[config.mk]
export PLATFORM = sky130hd
export DESIGN_NAME = ai_move_gen
export DESIGN_NICKNAME = d
export VERILOG_FILES = /design/src/rtl/ai_pkg.sv /design/src/rtl/ai_line_eval.sv /design/src/rtl/ai_move_gen.sv
export SDC_FILE = /design/constraint.sdc
export NUM_CORES = 1
export LEC_CHECK = 0
export CORE_ASPECT_RATIO = 0.8
export CORE_UTILIZATION = 41
export CTS_BUF_LIST = sky130_fd_sc_hd__clkbuf_4 sky130_fd_sc_hd__clkbuf_8
export DETAILED_ROUTE_END_ITERATION = 10
export HOLD_SLACK_MARGIN = 0.02
export PLACE_DENSITY = 0.62
export SETUP_SLACK_MARGIN = 0.2
export SLEW_MARGIN = 20
export SYNTH_ARGS = -nofsm -noshare
export SYNTH_HDL_FRONTEND = slang
export SYNTH_SLANG_ARGS = --single-unit
[constraint.sdc]
create_clock -name clk -period 4.95 [get_ports clk]
set_input_delay 0.495 -clock clk [delete_from_list [all_inputs] [get_ports clk]]
set_output_delay 0.495 -clock clk [all_outputs]
set_load 0.03 [all_outputs]
[src/rtl/ai_pkg.sv]
// Shared state encoding, line masks and preferred-tile order for the move generator.
// Bit 8 is tile 0 and bit 0 is tile 8 in every board vector.
package ai_pkg;

   localparam int TILE_W = 9;

`ifdef AI_MOVE_HARD_EN
   typedef enum logic [2:0] {
      IDLE  = 3'd0,
      WIN   = 3'd1,
      BLOCK = 3'd2,
      PREF  = 3'd3,
      SCAN  = 3'd4,
      DONE  = 3'd5
   } state_t;
`else
   typedef enum logic [2:0] {
      IDLE  = 3'd0,
      SCAN  = 3'd4,
      DONE  = 3'd5
   } state_t;
`endif

   // Index n holds line Ln: three rows, three columns, then the two diagonals.
   localparam logic [7:0][TILE_W-1:0] LINE_MASK = {
      9'b001_010_100,
      9'b100_010_001,
      9'b001_001_001,
      9'b010_010_010,
      9'b100_100_100,
      9'b000_000_111,
      9'b000_111_000,
      9'b111_000_000
   };

   // Highest-priority tile sits in the top nibble.
   localparam logic [35:0] PREF_ORDER = {4'd4, 4'd0, 4'd2, 4'd6, 4'd8, 4'd1, 4'd3, 4'd5, 4'd7};

   function automatic logic [TILE_W-1:0] tile_bit(input logic [3:0] t);
      logic [TILE_W-1:0] b;
      b = 9'b1_0000_0000 >> t;
      return b;
   endfunction

   function automatic logic [TILE_W-1:0] pref_pick(input logic [TILE_W-1:0] occ);
      logic [TILE_W-1:0] cand;
      logic [TILE_W-1:0] pick;
      pick = '0;
      // Walk lowest priority first so the highest-priority free tile is the last write.
      for (int i = 0; i < TILE_W; i++) begin
         cand = tile_bit(PREF_ORDER[i*4 +: 4]);
         if ((occ & cand) == '0) pick = cand;
      end
      return pick;
   endfunction

endpackage

[src/rtl/ai_line_eval.sv]
// Combinational line test: returns the single empty tile of a line holding exactly two own marks.
// Returns zero when the line does not qualify.
module ai_line_eval
   import ai_pkg::*;
(
   input  logic [TILE_W-1:0] line_mask,
   input  logic [TILE_W-1:0] own,
   input  logic [TILE_W-1:0] occ,
   output logic [TILE_W-1:0] hit
);

   logic [TILE_W-1:0] own_in;
   logic [TILE_W-1:0] empty_in;
   logic [3:0]        own_cnt;

   always_comb begin
      own_in   = line_mask & own;
      empty_in = line_mask & ~occ;
      own_cnt  = '0;
      for (int i = 0; i < TILE_W; i++) begin
         own_cnt = own_cnt + {3'b000, own_in[i]};
      end
      // Two own marks on a three-tile line leave at most one tile that can be empty.
      hit = (own_cnt == 4'd2) ? empty_in : '0;
   end

endmodule

[src/rtl/ai_move_gen.sv]
// Tic-tac-toe X move generator. Define AI_MOVE_HARD_EN for the win/block/prefer search;
// without it a first-empty-tile scan is built. valid pulses for one cycle in DONE.
module ai_move_gen
   import ai_pkg::*;
(
   input  logic              clk,
   input  logic              rst,
   input  logic              req,
   input  logic [TILE_W-1:0] x_state,
   input  logic [TILE_W-1:0] o_state,
   output logic [TILE_W-1:0] ai_move,
   output logic              valid,
   output logic              busy,
   output logic              full
);

   state_t            state_q, state_d;
   logic [TILE_W-1:0] x_q, x_d;
   logic [TILE_W-1:0] o_q, o_d;
   logic [3:0]        cnt_q, cnt_d;
   logic [TILE_W-1:0] move_q, move_d;
   logic              full_q, full_d;
   logic [TILE_W-1:0] occ;

   assign occ = x_q | o_q;

`ifdef AI_MOVE_HARD_EN
   logic [TILE_W-1:0] line_hit;
   logic [TILE_W-1:0] own_sel;
   logic [TILE_W-1:0] pref_sel;

   assign own_sel  = (state_q == BLOCK) ? o_q : x_q;
   assign pref_sel = pref_pick(occ);

   ai_line_eval u_line_eval (
      .line_mask (LINE_MASK[cnt_q[2:0]]),
      .own       (own_sel),
      .occ       (occ),
      .hit       (line_hit)
   );
`endif

   always_comb begin
      state_d = state_q;
      x_d     = x_q;
      o_d     = o_q;
      cnt_d   = cnt_q;
      move_d  = move_q;
      full_d  = full_q;
      case (state_q)
         IDLE: begin
            if (req) begin
               x_d    = x_state;
               o_d    = o_state;
               cnt_d  = '0;
               move_d = '0;
               full_d = 1'b0;
`ifdef AI_MOVE_HARD_EN
               state_d = WIN;
`else
               state_d = SCAN;
`endif
            end
         end
`ifdef AI_MOVE_HARD_EN
         WIN, BLOCK: begin
            if (line_hit != '0) begin
               move_d  = line_hit;
               state_d = DONE;
            end else if (cnt_q == 4'd7) begin
               cnt_d   = '0;
               state_d = (state_q == WIN) ? BLOCK : PREF;
            end else begin
               cnt_d = cnt_q + 4'd1;
            end
         end
         PREF: begin
            move_d  = pref_sel;
            full_d  = (pref_sel == '0);
            state_d = DONE;
         end
`endif
         SCAN: begin
            if ((occ & tile_bit(cnt_q)) == '0) begin
               move_d  = tile_bit(cnt_q);
               state_d = DONE;
            end else if (cnt_q == 4'd8) begin
               full_d  = 1'b1;
               state_d = DONE;
            end else begin
               cnt_d = cnt_q + 4'd1;
            end
         end
         DONE: begin
            cnt_d   = '0;
            state_d = IDLE;
         end
         default: begin
            state_d = IDLE;
         end
      endcase
   end

   always_ff @(posedge clk or negedge rst) begin
      if (!rst) begin
         state_q <= IDLE;
         x_q     <= '0;
         o_q     <= '0;
         cnt_q   <= '0;
         move_q  <= '0;
         full_q  <= 1'b0;
      end else begin
         state_q <= state_d;
         x_q     <= x_d;
         o_q     <= o_d;
         cnt_q   <= cnt_d;
         move_q  <= move_d;
         full_q  <= full_d;
      end
   end

   assign ai_move = move_q;
   assign full    = full_q;
   assign valid   = (state_q == DONE);
   assign busy    = (state_q != IDLE) && (state_q != DONE);

endmodule

==> metrics.yaml <==
ir_drop_mv: 0.240
drtIter0Drc: 86
cp-end-kind: "flop"
firstDrtPassIters: 5
cts_hold_buf: 0
ys_types: 31
finalHoldViolCount: 0
antenna_found_initial: 0
rsz0062_at_grt: "false"
io_pins: 33
ys_seq_elements: 34
path_class: "flop to flop"
setup_viol: 0
postCtsSetupRepairBufs: 0
cp.required_ps: 5120
grt_pass1_vias: 1192
final_nets: 206
leakage_nw: 0.908
vias: 1169
finalCriticalPeriod_ps: 2270
fin_tns_setup_ps: 0
ys_seq_area_frac: 0.517
cp_data_arrival_time_ps: 2440
cts_resized: 0
fillers: 329
initial_utilization: 0.430
clock_sinks: 34
clock_skew_ps: 6.88
worst_skew_pair.late_latency_ps: 280
grt_overflow_total: 0
status: "finished, final reports clean"
multiInputGateArea_um2: 738
hold_path_class: "flop to flop"
die_x_um: 72.8
fmax_ghz: 0.441
final_cell_mix: "dfrtp_1 (34), clkdlybuf4s50_1 (32), mux2_2 (18), nor2_1 (12), ha_1 (10)"
io_buffer_count: 32
ys.warnings.count: 0
synth_area_um2: 1650
timing.hold.ws_ps: 498
max_cap_violations: 0
antenna_cells: 0
tightest_slew_ps: 726
postRouteAntennaNets: 0
slew_headroom: 0.515
layout_commonest_cell: "dfrtp_1"
postSynthCellCount: 139
cts_tree: "yes"
cts_root_buf: "clkbuf_8"
clk_pin_slew_ps: 70
core_um2: 3830
startpoint_type: "flop"
htree_levels: 2
syn_area_per_cell_um2: 11.8
area_growth_pct: 29.2
grt_max_degree: 35
die_h_um: 58.7
regArea_um2: 851
grt_pass1_wl_um: 5530
power_density_nw_per_um2: 565
drc: 0
grt_use_total: 0.176
routed_wl_um: 3150
dieArea_um2: 4270
drv_slew: 0
fin_crit_sh: 0.459
cts_buffers: 5
place_hpwl_um: 2310
path_max_fanout: 13
wl_per_cell_um: 13.6
avgViaCountPerCell: 5.06
dp_cells: 223
fin_cells: 231
clockBufferDepth: 2
syn-num-nets: 170
num_rows: 20
gp_congestion: 0.838
layout-drive-gt1-share: 0.182
## cells in the mapped netlist, drive strengths merged
cell type / instances / share of area
and2: 1 / 0.0053
nand2b: 2 / 0.0076
nor4: 1 / 0.0038
o211ai: 5 / 0.023
dfrtp: 34 / 0.52
a211o: 1 / 0.011
o21a: 2 / 0.0091
o2111ai: 1 / 0.0053
a32o: 3 / 0.018
nor3: 1 / 0.0030
mux2: 18 / 0.12
a21oi: 5 / 0.020
o21ai: 8 / 0.027
nand4: 2 / 0.0076
nor2: 12 / 0.027
nor3b: 1 / 0.0046
and3: 1 / 0.0038
nand4b: 1 / 0.0053
buf: 2 / 0.014
a311oi: 1 / 0.0053
a22o: 5 / 0.027
inv: 7 / 0.016
nand2: 9 / 0.021
clkbuf: 2 / 0.0046
ha: 10 / 0.076
o32ai: 1 / 0.0053
a31oi: 2 / 0.0076
nand3: 1 / 0.0030
## critical path: stages, from the launching register on
cell and delay (ps):
dfrtp_1 590, inv_1 180, ha_1 250, o21ai_0 90, a31oi_1 120, a21oi_2 170
o21ai_2 140, a211o_4 400, a32o_1 220
## logic make-up (layout without fill, tap and decap cells)
group | after synthesis | in the layout | synth area share
flip-flops | 34 | 34 | 0.517
multiplexers | 18 | 18 | 0.123
AND/OR/NAND/NOR | 32 | 32 | 0.0920
adder cells (fa/ha/maj) | 10 | 10 | 0.0760
AO/OA/AOI/OAI | 34 | 34 | 0.157
buffers and inverters | 11 | 48 | 0.0342
## report_power, final
| group | total [mW] | switching [mW] | internal, mW |
|---|---|---|---|
| Sequential | 0.438 | 0.0604 | 0.378 |
| Clock | 0.258 | 0.0961 | 0.161 |
| Combinational | 0.505 | 0.277 | 0.228 |
## layer usage
layer / global-route usage / share of wire / up-vias
met1: 0.237 / 0.50 / 564
met3: 0.0428 / 0.033 / 7
met4: 0.0672 / 0.013 / 0
li1: - / - / 572
met5: 0 / 0 / -
met2: 0.279 / 0.46 / 26
## cell type report
type / instances / area share
clock inverter: 1 / 0.0141
inverter: 7 / 0.0124
timing repair buffer: 33 / 0.154
clock buffer: 7 / 0.0394
sequential: 34 / 0.400
multi-input combinational: 94 / 0.347
tap: 55 / 0.0324
## final timing paths
kind / startpoint / slack [ps] / cells after the start / end
max in group asynchronous: rst / 4020 / 2 / x_q[3]
worst min-delay path: ai_move[1] / 500 / 1 / ai_move[1]
min in group asynchronous: rst / 610 / 2 / cnt_q[0]
worst min register to register: ai_move[1] / 500 / 1 / ai_move[1]
worst max register to register: cnt_q[2] / 2680 / 8 / ai_move[2]
worst max-delay path: cnt_q[2] / 2680 / 8 / ai_move[2]
## registers in the layout, summed over array words and instances (netlist names)
name	count
ai_move	9
cnt_q	4
full	1
o_q	9
state_q	2
x_q	9
## per-stage QoR
step           utilization  cell area (um^2)  worst slack, ps  total power [mW]
3_5_place_dp         0.525              2010             2700             0.949
4_1_cts              0.555              2130             2690              1.21
6_report             0.555              2130             2680              1.20
2_1_floorplan            -              1650             3020             0.817
3_3_place_gp         0.525              2010             2790             0.940
5_1_grt              0.555              2130             2460              1.29
Note: power is estimated with default switching activity, not from simulation.
==> variant (config.mk and constraints unchanged) <==
Make the reset (`rst`) synchronous in one clocked block.
--- a/src/rtl/ai_move_gen.sv
+++ b/src/rtl/ai_move_gen.sv
@@ -101,7 +101,7 @@
       endcase
    end
 
-   always_ff @(posedge clk or negedge rst) begin
+   always_ff @(posedge clk) begin
       if (!rst) begin
          state_q <= IDLE;
          x_q     <= '0;
Check against the original RTL: differs if rst is asserted again (counterexample within 4 cycles, from zero or initial values and one cycle with rst low); with rst held inactive, the same outputs for 10 cycles.
==> variant against the unedited design <==
- global-route usage rose by 0.92 points
- area after synthesis shrank 3.9%
- combinational power decreased by 47%
- final area is 4.7% lower
- worst setup slack improved by 93 ps
- power down 31%
- die area fell by 3.8%
- non-clock buffer count fell by 1
- wire length grew 8.7%
- clock power fell by 8%
- sequential cell count is the same
- synthesized cell count rose by 40%
- fmax rose by 4.3%
- first-iteration DRC count rose by 13%
==> variant: results (changes against the unedited design) <==
- Routability congestion estimate: 0.823 (was 0.838)
* Timing endpoint of the critical path: busy (was ai_move[2])
- Cell at the slowest stage of the critical path: sky130_fd_sc_hd__clkdlybuf4s50_1 (was sky130_fd_sc_hd__dfrtp_1)
- Placed Cells incl. Taps: 261 (was 223)
- Placement-stage cell area: 0.00192 mm^2 (was 0.00201 mm^2)
- Fraction of met3 tracks used by global routing: 4.77% (was 4.28%)
* Netlist cell types: 32 (was 31)
- Worst IR Drop VDD: 214 uV (was 240 uV)
* First-iteration detailed-routing DRC count: 97 (was 86)
- Average routed wire per standard cell: 12.7 um (was 13.6 um)
- The first-pass GRT wire length is 5.81 mm (was 5.53 mm).
- Kind of cell adding the most delay to the critical path: buffers and inverters (was compound AO/OA/AOI/OAI gates)
- Pre-Repair DR Iteration Count: 4 (was 5)
- The reg-to-reg critical path startpoint is cnt_q[0] (was cnt_q[2]).
* Clock Skew: 6.75 ps (was 6.88 ps)
* Endpoint of the most critical register-to-register path: ai_move[4] (was ai_move[2])
- The number of nets produced by synthesis came to 226 (was 170).
- Seq. pwr: 0.323 mW (was 0.438 mW)
- The share of synthesized registers carrying an async set or reset came to 0% (was 100%).
* Sequential fraction of the synthesis area: 43.0% (was 51.7%)
* Least-Margin Pin Slew: 663 ps (was 726 ps)
- Synth area leaders: sky130_fd_sc_hd__dfxtp_1 43%, sky130_fd_sc_hd__nand2_1 14%, sky130_fd_sc_hd__ha_1 7.9%, sky130_fd_sc_hd__mux2i_1 7.0%, sky130_fd_sc_hd__a21oi_1 6.6% (was sky130_fd_sc_hd__dfrtp_1 52%, sky130_fd_sc_hd__mux2_2 12%, sky130_fd_sc_hd__ha_1 7.6%, sky130_fd_sc_hd__nor2_1 2.7%, sky130_fd_sc_hd__a22o_1 2.7%).
- Number of global-route vias before repair: 1305 (was 1192)
- The worst hold slack across all endpoints is 452 ps (was 498 ps).
- Result of the run: finished clean (unchanged)
- The internal power of the cells is 0.551 mW (was 0.768 mW).
- The worst hold path cell count came to 2 (was 1).
* Area share of fa/ha/maj cells after synthesis: 7.91% (was 7.60%)
- The data arrival time of the critical path came to 1680 ps (was 2440 ps).
- Synth Area in Compound Gates: 16.0% (was 15.7%)
- The met1 routing resource usage after global routing came to 23.5% (was 23.7%).
- The setup slack after placement came to 2680 ps (was 2700 ps).
- The power of the clock network is 0.238 mW (was 0.258 mW).
- Most numerous cell types in the synthesized netlist: 59 x sky130_fd_sc_hd__nand2_1, 34 x sky130_fd_sc_hd__dfxtp_1, 21 x sky130_fd_sc_hd__a21oi_1 (was 34 x sky130_fd_sc_hd__dfrtp_1, 18 x sky130_fd_sc_hd__mux2_2, 12 x sky130_fd_sc_hd__nor2_1).
- Hold Crit Endpoint: x_q[7] (was ai_move[1])
* Worst Reg-to-Reg Cells: 7 (was 8)
- The start point of the worst hold path is x_q[7] (was ai_move[1]).
- Power Density: 410 mW/mm^2 (was 565 mW/mm^2)
- Global-route total usage across every layer: 18.6% (was 17.6%)
* Launching element of the worst setup path: state_q[2] (was cnt_q[2])
* GR Layer Usage met2: 29.3% (was 27.9%)
## variant: changes by cell type in the layout (fill, tap and decap cells not counted), sizes merged, moves of 8 or more
cell / delta
a21oi: +18
dfxtp: +34
mux2: -18
nand2: +50
nor2: -8
dfrtp: -34
mux2i: +11
## variant: kinds of logic after synthesis
group                      after synthesis
DFF                                     34
muxes                                   11
AOI/OAI and AO/OA                       43
adders and majority gates               10
buffers and inverters                   16
and+or+nand+nor                         81
## variant: layer usage
metal / up-vias / wire length, um
met3: 7 / 138
met2: 35 / 1510
li1: 719 / -
met4: 0 / 54
met1: 627 / 1730
met5: - / 0
## variant: worst min-delay path: stages, from the launching register on
cell	delay, ps
sky130_fd_sc_hd__dfxtp_1	310
sky130_fd_sc_hd__nand2_1	50
sky130_fd_sc_hd__a21oi_1	50
## variant: area by class of cell
cell class | instances | area (um^2)
clock buffers | 8 | 110
inverters | 8 | 30.0
flip-flops and latches | 34 | 681
multi-input cells | 145 | 832
well taps | 42 | 52.6
repair buffers | 32 | 320
fillers | 340 | 1540
